==> config.mk <==
export PLATFORM = sky130hd
export DESIGN_NAME = sdram_to_sd_saver
export DESIGN_NICKNAME = d
export VERILOG_FILES = /design/src/rtl/sd_xfer_pkg.sv /design/src/rtl/sd_block_buffer.sv /design/src/rtl/sdram_to_sd_saver.sv
export SDC_FILE = /design/constraint.sdc
export NUM_CORES = 2
export LEC_CHECK = 0
export BUFFER_PORTS_ARGS = -buffer_cell sky130_fd_sc_hd__buf_2
export CORE_MARGIN = 4
export CORE_UTILIZATION = 55
export CTS_CLUSTER_DIAMETER = 200
export DETAILED_ROUTE_END_ITERATION = 10
export PLACE_DENSITY = 0.71
export SYNTH_ARGS = -nofsm -noshare
export SYNTH_HDL_FRONTEND = slang
export SYNTH_SLANG_ARGS = --single-unit
==> constraint.sdc <==
create_clock -name clk -period 9.4 [get_ports clk]
set_clock_uncertainty 0.1 [all_clocks]
set_input_delay 0 -clock clk [delete_from_list [all_inputs] [get_ports clk]]
set_output_delay 0 -clock clk [all_outputs]
set_load 0.01 [all_outputs]
==> src/rtl/sd_xfer_pkg.sv <==
`default_nettype none
// ============================================================================
// Module   : sd_xfer_pkg
// Brief    : Shared FSM encoding and block geometry for the SDRAM-to-SD saver.
// Revision : 1.0 - initial release
// ============================================================================
package sd_xfer_pkg;

  typedef enum logic [2:0] {
    S_IDLE      = 3'd0,
    S_WAIT_INIT = 3'd1,
    S_FILL      = 3'd2,
    S_SD_WRITE  = 3'd3,
    S_NEXT      = 3'd4,
    S_COMPLITE  = 3'd5,
    S_FAIL      = 3'd6
  } state_t;

  localparam int unsigned WORDS_PER_BLOCK     = 128;
  localparam int unsigned HALFWORDS_PER_BLOCK = 256;
  localparam int unsigned SD_BLOCK_BYTES      = 512;
  localparam int unsigned WORD_AW             = $clog2(WORDS_PER_BLOCK);
  localparam int unsigned HALF_AW             = $clog2(HALFWORDS_PER_BLOCK);

endpackage
`default_nettype wire

==> src/rtl/sd_block_buffer.sv <==
`default_nettype none
// ============================================================================
// Module   : sd_block_buffer
// Brief    : 128x32 staging RAM, 16-bit write port, registered 32-bit read port.
// Revision : 1.0 - initial release
// ============================================================================
module sd_block_buffer
  import sd_xfer_pkg::*;
(
  input  logic               clk,
  input  logic               rst,
  input  logic               wr_en,
  input  logic [HALF_AW-1:0] wr_addr,
  input  logic [15:0]        wr_data,
  input  logic               rd_en,
  input  logic [WORD_AW-1:0] rd_addr,
  output logic [31:0]        rd_data
);

  // Split halves so each array is a plain single-write-port RAM.
  logic [15:0] r_mem_lo [WORDS_PER_BLOCK];
  logic [15:0] r_mem_hi [WORDS_PER_BLOCK];

  always_ff @(posedge clk) begin
    if (wr_en) begin
      if (wr_addr[0]) begin
        r_mem_hi[wr_addr[HALF_AW-1:1]] <= wr_data;
      end else begin
        r_mem_lo[wr_addr[HALF_AW-1:1]] <= wr_data;
      end
    end
  end

  always_ff @(posedge clk) begin
    if (rst) begin
      rd_data <= 32'd0;
    end else if (rd_en) begin
      rd_data <= {r_mem_hi[rd_addr], r_mem_lo[rd_addr]};
    end
  end

endmodule
`default_nettype wire

==> src/rtl/sdram_to_sd_saver.sv <==
`default_nettype none
// ============================================================================
// Module   : sdram_to_sd_saver
// Brief    : Streams a contiguous SDRAM region to consecutive SD blocks.
// Revision : 1.0 - initial release
// ============================================================================
module sdram_to_sd_saver
  import sd_xfer_pkg::*;
#(
  parameter logic [31:0] START_BLOCK     = 32'd0,
  parameter logic [31:0] BLOCK_COUNT     = 32'd1,
  parameter logic [23:0] SDRAM_BASE_ADDR = 24'd0,
  parameter logic [3:0]  MAX_RETRY       = 4'd2
) (
  input  logic        clk,
  input  logic        rst,
  input  logic        Save_En,
  output logic        Save_Complite,
  output logic        Save_Fail,
  input  logic        SD_Init_Complite,
  output logic        SD_Enable,
  output logic        SD_we,
  output logic [31:0] SD_Addr_Block,
  input  logic        SD_Complite,
  input  logic        SD_Fail,
  input  logic        SD_InPut_Data_Valid,
  input  logic [31:0] SD_InPut_Data_Addr,
  output logic [31:0] SD_InPut_Data,
  output logic        Serial_access_read,
  output logic        m_valid_read,
  output logic [23:0] m_addr_read,
  input  logic        m_ready_read,
  input  logic [15:0] m_out_data
);

  state_t             r_state;
  state_t             w_state_next;
  logic [31:0]        r_blk_cnt;
  logic [3:0]         r_retry;
  logic [HALF_AW-1:0] r_hw_cnt;
  logic               r_sd_gap;

  logic w_capture;
  logic w_sd_live;
  logic w_sd_fail;
  logic w_sd_ok;
  logic w_fill_done;
  logic w_last_blk;
  logic w_rd_en;
  logic w_unused_addr_bits;

  assign w_capture   = (r_state == S_FILL) && m_ready_read;
  // r_sd_gap holds SD_Enable low for the single cycle between retry attempts.
  assign w_sd_live   = (r_state == S_SD_WRITE) && !r_sd_gap;
  assign w_sd_fail   = w_sd_live && SD_Fail;
  assign w_sd_ok     = w_sd_live && SD_Complite && !SD_Fail;
  assign w_fill_done = w_capture && (r_hw_cnt == HALF_AW'(HALFWORDS_PER_BLOCK - 1));
  assign w_last_blk  = (r_blk_cnt + 32'd1) == BLOCK_COUNT;
  assign w_rd_en     = (r_state == S_SD_WRITE) && SD_InPut_Data_Valid;
  assign w_unused_addr_bits = ^SD_InPut_Data_Addr[31:WORD_AW];

  always_ff @(posedge clk) begin
    if (rst) begin
      r_state <= S_IDLE;
    end else begin
      r_state <= w_state_next;
    end
  end

  always_comb begin
    w_state_next       = r_state;
    Serial_access_read = 1'b0;
    m_valid_read       = 1'b0;
    SD_Enable          = 1'b0;
    SD_we              = 1'b0;
    Save_Complite      = 1'b0;
    Save_Fail          = 1'b0;
    case (r_state)
      S_IDLE: begin
        if (Save_En) w_state_next = S_WAIT_INIT;
      end
      S_WAIT_INIT: begin
        if (SD_Init_Complite) w_state_next = S_FILL;
      end
      S_FILL: begin
        Serial_access_read = 1'b1;
        m_valid_read       = 1'b1;
        if (w_fill_done) w_state_next = S_SD_WRITE;
      end
      S_SD_WRITE: begin
        SD_Enable = w_sd_live;
        SD_we     = w_sd_live;
        if (w_sd_fail && (r_retry >= MAX_RETRY)) begin
          w_state_next = S_FAIL;
        end else if (w_sd_ok) begin
          w_state_next = S_NEXT;
        end
      end
      S_NEXT: begin
        w_state_next = w_last_blk ? S_COMPLITE : S_FILL;
      end
      S_COMPLITE: begin
        Save_Complite = 1'b1;
        if (!Save_En) w_state_next = S_IDLE;
      end
      S_FAIL: begin
        Save_Fail = 1'b1;
        if (!Save_En) w_state_next = S_IDLE;
      end
      default: w_state_next = S_IDLE;
    endcase
  end

  always_ff @(posedge clk) begin
    if (rst) begin
      SD_Addr_Block <= START_BLOCK;
      m_addr_read   <= SDRAM_BASE_ADDR;
      r_blk_cnt     <= 32'd0;
      r_retry       <= 4'd0;
      r_hw_cnt      <= '0;
      r_sd_gap      <= 1'b0;
    end else begin
      r_sd_gap <= 1'b0;
      case (r_state)
        S_IDLE: begin
          if (Save_En) begin
            SD_Addr_Block <= START_BLOCK;
            m_addr_read   <= SDRAM_BASE_ADDR;
            r_blk_cnt     <= 32'd0;
            r_retry       <= 4'd0;
            r_hw_cnt      <= '0;
          end
        end
        S_FILL: begin
          if (w_capture) begin
            m_addr_read <= m_addr_read + 24'd1;
            r_hw_cnt    <= r_hw_cnt + 1'b1;
          end
        end
        S_SD_WRITE: begin
          if (w_sd_fail && (r_retry < MAX_RETRY)) begin
            r_retry  <= r_retry + 4'd1;
            r_sd_gap <= 1'b1;
          end else if (w_sd_ok) begin
            r_retry <= 4'd0;
          end
        end
        S_NEXT: begin
          SD_Addr_Block <= SD_Addr_Block + 32'd1;
          r_blk_cnt     <= r_blk_cnt + 32'd1;
        end
        default: ;
      endcase
    end
  end

  sd_block_buffer u_buffer (
    .clk     (clk),
    .rst     (rst),
    .wr_en   (w_capture),
    .wr_addr (r_hw_cnt),
    .wr_data (m_out_data),
    .rd_en   (w_rd_en),
    .rd_addr (SD_InPut_Data_Addr[WORD_AW-1:0]),
    .rd_data (SD_InPut_Data)
  );

endmodule
`default_nettype wire
==> flow_metrics.tcl <==
set metrics [dict create \
    status "finished clean" \
    grt_pass1_wl_mm 542 \
    synthCells 7125 \
    cp_top_family "compound AO/OA/AOI/OAI gates" \
    synth_top_area_frac 0.754 \
    post-place-ws_ns 4.79 \
    cts_tree "done" \
    whs_ns 0.0959 \
    rows 199 \
    worst_pin_slew_ns 1.32 \
    maxSlewViolCount 0 \
    rsz0062_at_grt "false" \
    r2r_cells 8 \
    fmax_mhz 227 \
    cts_resized 0 \
    drc_errors 0 \
    path_max_fanout 17 \
    fin_cells 11800 \
    grt.overflow.total 0 \
    timing.critical_path.mode_cell "o21ai_0" \
    die_h_um 553 \
    endpoint "r_state[0]$_SDFFE_PP0P_" \
    drt_iter0_drc 9813 \
    synth.area.mux_share 0.181 \
    wl_per_cell_um 31.2 \
    finalCriticalPeriod_ns 4.40 \
    cts.sinks 4232 \
    viasPerCell 6.43 \
    worst_ep_required_time_ns 10.15 \
    finalCritPeriodShare 0.468 \
    root_buffer "clkbuf_16" \
    synth_area_leaders "edfxtp_1 (75%), mux4_2 (18%), dfxtp_1 (1.7%)" \
    vias 76200 \
    cellLeakagePower_nw 56.9 \
    synth-compound-area-share 0.0125 \
    clk_path_buf_depth 4 \
    first_global_vias 77400 \
    ys_types 61 \
    r2r_start "r_hw_cnt[7]$_SDFFE_PP0P_" \
    hold_violations 0 \
    dieArea_um2 305000 \
    clock_latency_ns 0.90 \
    ys_seq_area_frac 0.771 \
    worstPathCellList "nand4_1 -> o21ai_0 -> o21ai_0 -> o31a_1 -> o21ai_0 -> nand3b_1 -> o21ai_1 -> dlygate4sd3_1" \
    cts_buffers 414 \
    crit_type "register to register" \
    reg2reg_slack_ns 5.00 \
    drt_wl_total_mm 370 \
    avgSynthCellArea_um2 22.9 \
    synth.most_common_cell "edfxtp_1" \
    drv_cap 0 \
    synth_top_family_by_area "multiplexers" \
    yosysWarnings 0 \
    port_buffers 124 \
    yosys-top-cells-count "edfxtp_1 (4096), mux4_2 (1280), nor2_1 (386)" \
    worstPathArrival_ns 5.15 \
    cts_max_level 5 \
    slew_headroom 0.122 \
    slowest_delay_ns 0.95 \
    firstDrtPassIters 6 \
    final_core_util 0.623 \
    place.gp.congestion 0.891 \
    worstSetupStartpointType "register" \
    setup_tns_ns 0 \
    synth_xor_area_frac 0.00215 \
    synth_flop_cell "edfxtp_1" \
    synthSimpleGateAreaFrac 0.0212 \
    r2r-end "r_state[0]$_SDFFE_PP0P_" \
    nNetsFinal 7635 \
    clkTransAtPathRegs_ns 0.06 \
    synth_edf_count 4096 \
    synthArstFlopShare 0 \
    synth_fp_nets 7188 \
    drive_gt1_frac 0.311 \
    dpl.cell_count 11000 \
    worst_slack_ns 5.00 \
    cellPowerDensity_nw_per_um2 212 \
    synth_area_um2 163000 \
    synth_top_area_cell "edfxtp_1" \
    cp-startpoint "r_hw_cnt[7]$_SDFFE_PP0P_" \
    cp.depth 8 \
    synth_fa_ha_area_frac 0.000537 \
    hpwl_mm 207 \
    top_level_ports 150 \
    cp_num_buf_inv 1 \
    core_um2 295000 \
    die_w_um 553 \
    critPathSlowestCell "nand4_1" \
    hp-class "input pin to register" \
    grt_max_degree 165 \
    critPathCaptureType "register" \
    synth-seq-cells 4232 \
    vdd_drop_max_mv 0.169 \
    area_growth_syn_to_layout_pct 12.5 \
    antenna_found_initial 6 \
    ant_nets 0 \
    grt_use_total 0.242 \
    setup_viol 0 \
    initial_utilization 0.554 \
]
==> final cells by class <==
class / count / area (um^2)
diodes: 7 / 17.5
clock buffers: 526 / 11100
clock inverters: 235 / 2380
fillers: 19200 / 111000
inverters: 14 / 52.6
multi-input cells: 2452 / 35800
flip-flops and latches: 4232 / 126000
well taps: 3919 / 4900
repair buffers: 458 / 3570
==> layout by cell type, fill, tap and decap left out, types with 23 or more instances in the layout <==
cell type,Yosys,routed
edfxtp_1,4096,4096
mux4_2,1280,1280
clkbuf_16,0,423
nor2_1,386,303
buf_4,5,288
dfxtp_1,136,136
buf_2,125,101
nand2_1,92,91
clkbuf_1,270,88
nor2_2,1,83
clkinv_1,0,79
clkinv_2,0,70
mux2_2,65,65
o22ai_1,65,65
a21oi_1,54,54
o21ai_0,53,52
nor4_1,45,45
nand3_1,45,44
bufinv_16,0,42
nor2b_1,41,41
a211oi_1,37,37
dlygate4sd3_1,0,35
o21bai_1,33,33
clkbuf_8,0,30
nor3_1,27,27
nand4_1,24,24
xor2_1,23,23
==> stage by stage <==
step / power, mW / cell area [um^2]
2_1_floorplan: 22.1 / 163000
3_3_place_gp: 22.7 / 170000
3_5_place_dp: 22.8 / 170000
4_1_cts: 39.1 / 184000
5_1_grt: 40.0 / 184000
6_report: 38.8 / 184000
==> worst min path at each step <==
stage | cells past startpoint | to | from | slack (ns)
finish | 2 | u_buffer.r_mem_hi[68][7]$_DFFE_PP_ | m_out_data[7] | 0.1
CTS | 6 | r_state[2]$_SDFFE_PP0P_ | Save_En | 0.008
global placement | 1 | m_addr_read[23] | m_addr_read[23]$_SDFFE_PP0P_ | 0.33
detailed placement | 1 | m_addr_read[23] | m_addr_read[23]$_SDFFE_PP0P_ | 0.34
floorplan | 0 | u_buffer.r_mem_hi[0][0]$_DFFE_PP_ | m_out_data[0] | -0.001
global route | 2 | u_buffer.r_mem_lo[10][13]$_DFFE_PP_ | m_out_data[13] | 0.09
==> logic make-up (layout without fill, tap and decap cells) <==
logic type                 after synthesis  after routing
adders and majority gates                7              7
DFF                                   4232           4232
buffers and inverters                  441           1233
other                                    0              7
AOI/OAI and AO/OA                      312            312
and+or+nand+nor                        744            744
muxes                                 1349           1349
xor gates and xnor gates                40             40
==> what timing repair did <==
item | in CTS | in global routing
setup buffers | 0 | 0
endpoints found under the hold margin | 2182 | 0
hold buffers | 35 | 0
==> report_power, final <==
part / switching [mW] / total [mW] / internal (mW)
clock: 6.91 / 16.4 / 9.52
combinational: 1.01 / 1.69 / 0.686
sequential: 0.0214 / 20.7 / 20.7
total: 7.94 / 38.8 / 30.9
==> state kept, by name, indices dropped and copies added, names as in the netlist <==
signal and flops:
r_sd_gap 1, SD_Addr_Block 32, m_addr_read 24, u_buffer.r_mem_hi 2048, r_state 3, r_retry 4, r_hw_cnt 8, r_blk_cnt 32
u_buffer.r_mem_lo 2048, u_buffer.rd_data 32
==> routing by layer <==
layer	vias to the layer above	part of all wire	global-route usage
met1	40700	0.39	0.347
met2	3723	0.49	0.382
met5	-	0	0
met4	0	0.035	0.0773
li1	31200	-	-
met3	581	0.090	0.0484
Note: power is estimated with default switching activity, not from simulation.
